### config.mk
export PLATFORM = sky130hd
export DESIGN_NAME = approx_mult_scheduler
export DESIGN_NICKNAME = d
export VERILOG_FILES = /design/src/rtl/approx_mult_scheduler.sv
export SDC_FILE = /design/constraint.sdc
export NUM_CORES = 1
export LEC_CHECK = 0
export CORE_MARGIN = 2
export CORE_UTILIZATION = 48
export CTS_CLUSTER_DIAMETER = 120
export DETAILED_ROUTE_END_ITERATION = 10
export PLACE_DENSITY = 0.85
export SYNTH_ARGS = -nofsm -noshare
export SYNTH_HDL_FRONTEND = slang
export SYNTH_SLANG_ARGS = --single-unit
### constraint.sdc
create_clock -name clk_i -period 4.09 [get_ports clk_i]
set_clock_uncertainty 0.2 [all_clocks]
set_input_delay 0.6135 -clock clk_i [delete_from_list [all_inputs] [get_ports clk_i]]
set_output_delay 0.6135 -clock clk_i [all_outputs]
set_load 0.05 [all_outputs]
### src/rtl/approx_mult_scheduler.sv
// Round-robin front end that time-shares one 4x4 approximate multiplier among
// NUM_REQ requesters, tagging each issue so its product is routed back in order.
module approx_mult_scheduler #(
  parameter int NUM_REQ      = 4,
  parameter int MULT_LATENCY = 1
) (
  input  logic                 clk_i,
  input  logic                 rst_i,
  input  logic [NUM_REQ-1:0]   req_valid_i,
  input  logic [NUM_REQ*4-1:0] req_a_i,
  input  logic [NUM_REQ*4-1:0] req_b_i,
  output logic [NUM_REQ-1:0]   req_ready_o,
  output logic [NUM_REQ-1:0]   rsp_valid_o,
  output logic [NUM_REQ*8-1:0] rsp_product_o,
  output logic [3:0]           mult_a_o,
  output logic [3:0]           mult_b_o,
  input  logic [7:0]           mult_product_i,
  output logic                 busy_o
);

  localparam int PW  = $clog2(NUM_REQ);
  localparam int NST = MULT_LATENCY + 1;

  logic [PW-1:0]      ptr_reg;
  logic [PW-1:0]      ptr_next;
  logic [NUM_REQ-1:0] grant;
  logic [PW-1:0]      grant_idx;
  logic [PW-1:0]      cand;
  logic               grant_any;
  logic               accept;

  logic [3:0]         a_arr [NUM_REQ];
  logic [3:0]         b_arr [NUM_REQ];
  logic [3:0]         mult_a_reg;
  logic [3:0]         mult_b_reg;

  logic [NST-1:0]     tag_valid_reg;
  logic [PW-1:0]      tag_idx_reg [NST];

  logic [NUM_REQ-1:0] ret_hit;
  logic [NUM_REQ-1:0] rsp_valid_reg;
  logic [7:0]         rsp_product_reg [NUM_REQ];

  genvar gi;
  generate
    for (gi = 0; gi < NUM_REQ; gi++) begin : g_unpack
      assign a_arr[gi] = req_a_i[4*gi +: 4];
      assign b_arr[gi] = req_b_i[4*gi +: 4];
      assign rsp_product_o[8*gi +: 8] = rsp_product_reg[gi];
      assign ret_hit[gi] = tag_valid_reg[NST-1] && (tag_idx_reg[NST-1] == PW'(gi));
    end
  endgenerate

  // Walk the ring backwards so the candidate closest to ptr is the last writer.
  always_comb begin
    grant     = '0;
    grant_idx = '0;
    grant_any = 1'b0;
    cand      = '0;
    for (int off = NUM_REQ - 1; off >= 0; off--) begin
      cand = PW'((int'(ptr_reg) + off) % NUM_REQ);
      if (req_valid_i[cand]) begin
        grant       = '0;
        grant[cand] = 1'b1;
        grant_idx   = cand;
        grant_any   = 1'b1;
      end
    end
  end

  assign accept      = grant_any & ~rst_i;
  assign req_ready_o = rst_i ? '0 : grant;
  assign ptr_next    = (grant_idx == PW'(NUM_REQ - 1)) ? '0 : grant_idx + 1'b1;

  // Operand registers only move on an accept so the multiplier sees no toggling when idle.
  always_ff @(posedge clk_i) begin
    if (rst_i) begin
      ptr_reg       <= '0;
      mult_a_reg    <= '0;
      mult_b_reg    <= '0;
      tag_valid_reg <= '0;
    end else begin
      tag_valid_reg <= {tag_valid_reg[NST-2:0], accept};
      if (accept) begin
        ptr_reg    <= ptr_next;
        mult_a_reg <= a_arr[grant_idx];
        mult_b_reg <= b_arr[grant_idx];
      end
    end
  end

  always_ff @(posedge clk_i) begin
    if (rst_i) begin
      for (int s = 0; s < NST; s++) begin
        tag_idx_reg[s] <= '0;
      end
    end else begin
      tag_idx_reg[0] <= grant_idx;
      for (int s = 1; s < NST; s++) begin
        tag_idx_reg[s] <= tag_idx_reg[s-1];
      end
    end
  end

  always_ff @(posedge clk_i) begin
    if (rst_i) begin
      rsp_valid_reg <= '0;
      for (int r = 0; r < NUM_REQ; r++) begin
        rsp_product_reg[r] <= '0;
      end
    end else begin
      rsp_valid_reg <= ret_hit;
      for (int r = 0; r < NUM_REQ; r++) begin
        if (ret_hit[r]) begin
          rsp_product_reg[r] <= mult_product_i;
        end
      end
    end
  end

  assign mult_a_o    = mult_a_reg;
  assign mult_b_o    = mult_b_reg;
  assign rsp_valid_o = rsp_valid_reg;
  assign busy_o      = |tag_valid_reg;

endmodule

==> reports/metrics.csv, run 1 <==
stage,metric,value,unit
sta,period_needed,3760,ps
cells_and_area,fillCellCount,382,
global_route,grt_pass1_wl,9.09,mm
floorplanning,die_x,77.8,um
yosys,ys_ff_latch,52,
sta,worst_slew_pin_slew,771,ps
detailed_routing,drt-vias-per-instance,5.28,
yosys,netlist_area,2610,um^2
cells_and_area,diodes,0,
yosys,synth_cell_types,42,
global_route,overflow,0,
sta,rsz0062_at_grt,false,
critical_path,crit_path_max_incr_delay,620,ps
cts,cts_max_level,2,
place,dpl.hpwl,4.29,mm
flow_run,max_cap_viol_count,0,
cts,ctsHoldBuffers,0,
power,ir_drop,384,uV
critical_path,critPathSlowestCell,mux4_2,
cells_and_area,multiInputGateArea,1130,um^2
detailed_routing,wirelength,5.46,mm
floorplanning,die-area,6050,um^2
global_route,antenna_found_initial,0,
yosys,synth_ff_type,edfxtp_1,
critical_path,path_max_fanout,9,
yosys,ys_async_sr_fraction,0,%
cells_and_area,syn2layout_area_growth,42.3,%
yosys,synth_top_cell_by_area,edfxtp_1,
detailed_routing,dr.pass1.iters,4,
critical_path,cp_cell_sequence,clkdlybuf4s50_1 -> mux4_2 -> a211oi_2 -> a221oi_1 -> a211o_1 -> a21oi_1 -> buf_12,
detailed_routing,via_count,2043,
cts,clk-insertion-delay-late,300,ps
floorplanning,rows,26,
power,power_density,555,nW/um^2
critical_path,cp_num_cells,7,
yosys,synthTopCellsByCount,"32 x and2_1, 32 x edfxtp_1, 21 x mux2i_1, 20 x dfxtp_1, 14 x nand2_1",
detailed_routing,antenna_left,0,
cells_and_area,seq_area,1360,um^2
yosys,synth_top_area_share,36.8,%
detailed_routing,drc,0,
floorplanning,core-area,5170,um^2
cells_and_area,largest_reg_flops,32,
critical_path,crit_path_end_kind,output pin,
sta,relSlewSlack,48.5,%
detailed_routing,routedWlPerCell,14.1,um
cts,cts_resized,0,
yosys,synth_edf_count,32,
cts,cts_tree,built,
critical_path,crit_type,in -> out,
place,gp_congestion,0.812,
yosys,ys_warn_count,0,
cells_and_area,fin_area,3720,um^2
sta,slew_viol_final,0,
cells_and_area,drive_above_1_share,8.52,%
critical_path,r2r_cells,9,
global_route,grt_pass1_vias,1991,
critical_path,startpoint_type,input pin,
hold_path,hp-class,reg -> reg,
detailed_routing,first_iter_violations,116,
place,numPortBuffers,94,
yosys,syn-instance-count,225,
floorplanning,die_height,77.8,um
sta,tns,0,ps
cells_and_area,nets,370,
floorplanning,io_pins,95,
global_route,grt_use_total,18.9,%
cts,cts_setup_buffers,0,
cts,clock_sinks,52,
cts,cts_buffers,5,
sta,hold_viol,0,
hold_path,holdPathStages,1,
critical_path,crit_family,compound AO/OA/AOI/OAI gates,
critical_path,path_buf_inv,2,
sta,final-setup-viol-count,0,
power,leakagePower,1.40,nW
critical_path,cp.required,3280,ps
global_route,grt_max_degree,20,
critical_path,arrival,2950,ps
sta,fin_crit_sh,91.9,%
floorplanning,start_util,50.5,%
yosys,synth_top_cells_by_area,"edfxtp_1 37%, dfxtp_1 15%, mux2i_1 8.0%, and2_1 7.7%, ha_1 3.8%",
cts,clk_pin_slew,100,ps
place,post_dp_cell_area,3620,um^2
yosys,synth_nets,279,
yosys,syn_area_per_cell,11.6,um^2
run_status,status,"complete, no violations",
sta,fmax,266,MHz
yosys,yosysSeqAreaShare,52.1,%
cts,clockBufferDepth,2,
cts,cts_root_buf,clkbuf_8,
==> per-stage QoR <==
stage	total power (W)	cells	setup slack [ps]	hold slack [ps]	utilization (%)
2_1_floorplan	0.00149	225	554	214	-
3_3_place_gp	0.00176	379	432	219	70.0
3_5_place_dp	0.00177	379	341	226	70.0
4_1_cts	0.00207	387	341	250	71.9
5_1_grt	0.00217	387	181	270	71.9
6_report	0.00206	387	330	246	71.9
==> kinds of logic after synthesis <==
logic type	Yosys count	share of synthesized area [%]
buffers and inverters	23	4.74
adders and majority gates	8	3.83
AOI/OAI and AO/OA	43	12.8
DFF	52	52.1
muxes	24	10.2
xor gates and xnor gates	1	0.335
and+or+nand+nor	74	15.9
==> metal layers <==
metal | vias up | track usage (%) | part of all wire, %
met3 | 9 | 5.81 | 9.0
met5 | - | 0 | 0
met2 | 104 | 33.4 | 49
met4 | 0 | 5.54 | 1.6
met1 | 938 | 22.0 | 41
li1 | 992 | - | -
==> where the power goes <==
part	switching [W]	internal (W)	total (W)
Combinational	0.000646	0.000451	0.00110
Clock	0.000177	0.000126	0.000302
Sequential	0.0000311	0.000631	0.000662
==> layout by cell type, fill, tap and decap left out, types with 2 or more instances in the layout <==
master	n
buf_4	4
buf_12	4
edfxtp_1	32
o21ai_0	3
nor2b_1	5
clkbuf_8	5
nand2b_1	5
a221oi_1	4
a21oi_1	8
or2_2	2
nor2_1	9
mux4_2	2
o21bai_1	4
and2_1	32
inv_1	8
nor3_1	2
clkdlybuf4s50_1	90
dfxtp_1	20
o221ai_1	8
mux2i_1	21
nand2_1	14
a211o_1	5
ha_1	8
o211ai_1	2
==> path summary, 6_finish.rpt <==
kind                          start                end  slack [ps]
setup / recovery     req_valid_i[0]     req_ready_o[0]         330
setup reg to reg         ptr_reg[1]        mult_a_o[0]        1200
hold / removal    tag_idx_reg[0][1]  tag_idx_reg[0][3]         250
hold reg to reg   tag_idx_reg[0][1]  tag_idx_reg[0][3]         250
==> layout make-up <==
cell class | instances | area share (%)
flip-flops and latches | 52 | 36.6
clock inverters | 3 | 0.740
multi-input cells | 150 | 30.3
inverters | 9 | 0.909
repair buffers | 98 | 27.2
clock buffers | 5 | 1.85
well taps | 70 | 2.36
==> worst reg2reg max path: cells and delay by family (launching register included) <==
family / cells / cell delay [ps]
compound gates: 2 / 210
fa+ha+maj: 1 / 520
buf+inv: 2 / 320
flops: 1 / 320
mux: 2 / 740
simple gates: 2 / 440
Power figures use the tool's default switching activity.
==> run 2: changes to the inputs <==
==> constraint.sdc (replaced) <==
create_clock -name clk_i -period 4.09 [get_ports clk_i]
set_clock_uncertainty 0.2 [all_clocks]
set_input_delay 0.409 -clock clk_i [delete_from_list [all_inputs] [get_ports clk_i]]
set_output_delay 0.409 -clock clk_i [all_outputs]
set_load 0.05 [all_outputs]
==> run 2 against run 1 <==
Net effect: hold slack worse by 1.9 ps; register-to-register slack worse by 200 ps; sequential share of layout area is 0.81 points higher; non-clock buffer count is 3 lower; total power is 3.7% lower; cell area is 2.2% lower; fmax is 3.8% higher; critical path depth is 1 higher; combinational power is 6% lower; largest cell class unchanged; largest power group unchanged.
==> reports/metrics.csv, run 2 (same netlist as run 1, synthesis figures left out) <==
stage,metric,value,unit,change
cts,clock_sinks,52,,unchanged
global_route,antenna_found_initial,0,,unchanged
cells_and_area,final_cell_mix,"90 x clkdlybuf4s50_1, 32 x and2_1, 32 x edfxtp_1, 21 x mux2i_1, 20 x dfxtp_1",,
global_route,grt_use_total,18.6,%,-0.31 points
cts,cts_resized,0,,unchanged
floorplanning,start_util,50.5,%,unchanged
floorplanning,die-area,6050,um^2,unchanged
detailed_routing,wl_met2,2.57,mm,-3.3%
detailed_routing,routedWlPerCell,14.2,um,+0.67%
detailed_routing,antenna_left,0,,unchanged
critical_path,cp.required,3480,ps,+200 ps
sta,fin_crit_sh,88.6,%,-3.4 points
cts,cts_buffers,5,,unchanged
sta,period_needed,3620,ps,-138 ps
detailed_routing,drc,0,,unchanged
detailed_routing,first_iter_violations,84,,-28%
detailed_routing,wirelength,5.45,mm,-0.11%
cts,clk_pin_slew,90,ps,about the same
critical_path,arrival,3010,ps,+60 ps
critical_path,cp_cell_sequence,inv_1 -> ha_1 -> mux2i_1 -> a211oi_2 -> a221oi_1 -> a211o_1 -> a21oi_1 -> buf_4,,
cts,cts_max_level,2,,unchanged
global_route,overflow,0,,unchanged
hold_path,hp-class,reg -> reg,,
place,numPortBuffers,94,,unchanged
global_route,grt_max_degree,20,,unchanged
flow_run,max_cap_viol_count,0,,unchanged
detailed_routing,dr.pass1.iters,4,,unchanged
floorplanning,rows,26,,unchanged
sta,final-setup-viol-count,0,,unchanged
place,dpl.hpwl,4.15,mm,-3.0%
sta,relSlewSlack,34.2,%,-14 points
global_route,grt_pass1_wl,8.83,mm,-2.8%
critical_path,crit_type,reg -> out,,
detailed_routing,drt-vias-per-instance,5.18,,-1.8%
power,leakagePower,1.37,nW,-2.3%
cells_and_area,final_common_cell,clkdlybuf4s50_1,,
power,power_density,546,nW/um^2,-1.6%
cells_and_area,seq_area,1360,um^2,unchanged
sta,slew_viol_final,0,,unchanged
place,gp_congestion,0.938,,+15%
sta,fmax,276,MHz,+3.8%
cells_and_area,diodes,0,,unchanged
cells_and_area,multiInputGateArea,1130,um^2,unchanged
sta,rsz0062_at_grt,false,,
sta,tns,0,ps,unchanged
cells_and_area,fillCellCount,375,,-1.8%
critical_path,critPathSlowestCell,dfxtp_1,,
floorplanning,die_height,77.8,um,unchanged
critical_path,startpoint_type,flop,,
floorplanning,die_x,77.8,um,unchanged
floorplanning,core-area,5170,um^2,unchanged
sta,hold_viol,0,,unchanged
cts,clk-insertion-delay-late,300,ps,about the same
cts,clockBufferDepth,2,,unchanged
cts,ctsHoldBuffers,0,,unchanged
cts,cts_setup_buffers,0,,unchanged
global_route,grt_pass1_vias,1900,,-4.6%
critical_path,crit_path_max_incr_delay,570,ps,-50 ps
cells_and_area,largest_reg_flops,32,,unchanged
critical_path,path_max_fanout,10,,+1
power,power.total,0.00198,W,-3.7%
sta,worst_slew_pin_slew,960,ps,+190 ps
floorplanning,io_pins,95,,unchanged
cells_and_area,drive_above_1_share,7.32,%,-1.2 points
critical_path,crit_path_end_kind,output pin,,
cts,cts_root_buf,clkbuf_8,,
cells_and_area,nets,367,,-0.81%
detailed_routing,top_layer,met4,,
detailed_routing,via_count,1991,,-2.5%
run_status,status,"complete, no violations",,
cts,cts_tree,built,,
detailed_routing,dr_wl_met3,544,um,+11%
power,ir_drop,376,uV,-2.1%
cells_and_area,syn2layout_area_growth,39.2,%,
detailed_routing,wl_met1,2.28,mm,+2.9%
==> run 2: cell types whose count changed in the layout (fill, tap and decap cells not counted), sizes merged <==
cell	delta
buf	-3
clkbuf	+1
inv	-1
==> run 2: layer usage <==
| layer | vias to the layer above | track usage (%) |
|---|---|---|
| met5 | - | 0 |
| met3 | 6 | 7.21 |
| met2 | 106 | 31.1 |
| met4 | 0 | 5.36 |
| met1 | 894 | 22.2 |
| li1 | 985 | - |
==> run 2: final cells by class <==
cell class,count,share of cell area [%]
Clock buffer,6,2.00
Clock inverter,2,0.447
Inverter,9,0.929
Multi-Input combinational cell,150,31.0
Sequential cell,52,37.4
Tap cell,70,2.41
Timing Repair Buffer,95,25.8
==> run 2: worst max-delay path: cells and delay by family, from the launching register on <==
kind,cells,cell delay [ps]
DFF,1,570
AOI/OAI and AO/OA,4,940
muxes,1,170
buffers and inverters,2,470
adders and majority gates,1,550
==> run 2: final timing paths <==
| kind | endpoint | slack [ps] | cells past startpoint | from |
|---|---|---|---|---|
| worst max-delay path | req_ready_o[3] | 470 | 8 | ptr_reg[1] |
| worst min-delay path | tag_idx_reg[0][2] | 240 | 1 | tag_idx_reg[0][0] |
| worst max register to register | mult_a_o[0] | 1000 | 8 | ptr_reg[1] |
| worst min register to register | tag_idx_reg[0][2] | 240 | 1 | tag_idx_reg[0][0] |
==> run 2: metrics by stage <==
stage / utilization, % / worst slack, ps / instances / cell area (um^2) / hold slack (ps)
after CTS: 70.3 / 462 / 384 / 3640 / 244
after global placement: 68.6 / 853 / 376 / 3550 / 219
final: 70.3 / 468 / 384 / 3640 / 244
after detailed placement: 68.6 / 721 / 376 / 3550 / 225
after floorplan: - / 758 / 225 / 2610 / 214
after global routing: 70.3 / 241 / 384 / 3640 / 267
==> run 2: power by group <==
group / switching, W / internal, W / total, W
logic: 0.000627 / 0.000401 / 0.00103
clock network: 0.000162 / 0.000122 / 0.000283
registers: 0.0000425 / 0.000631 / 0.000673
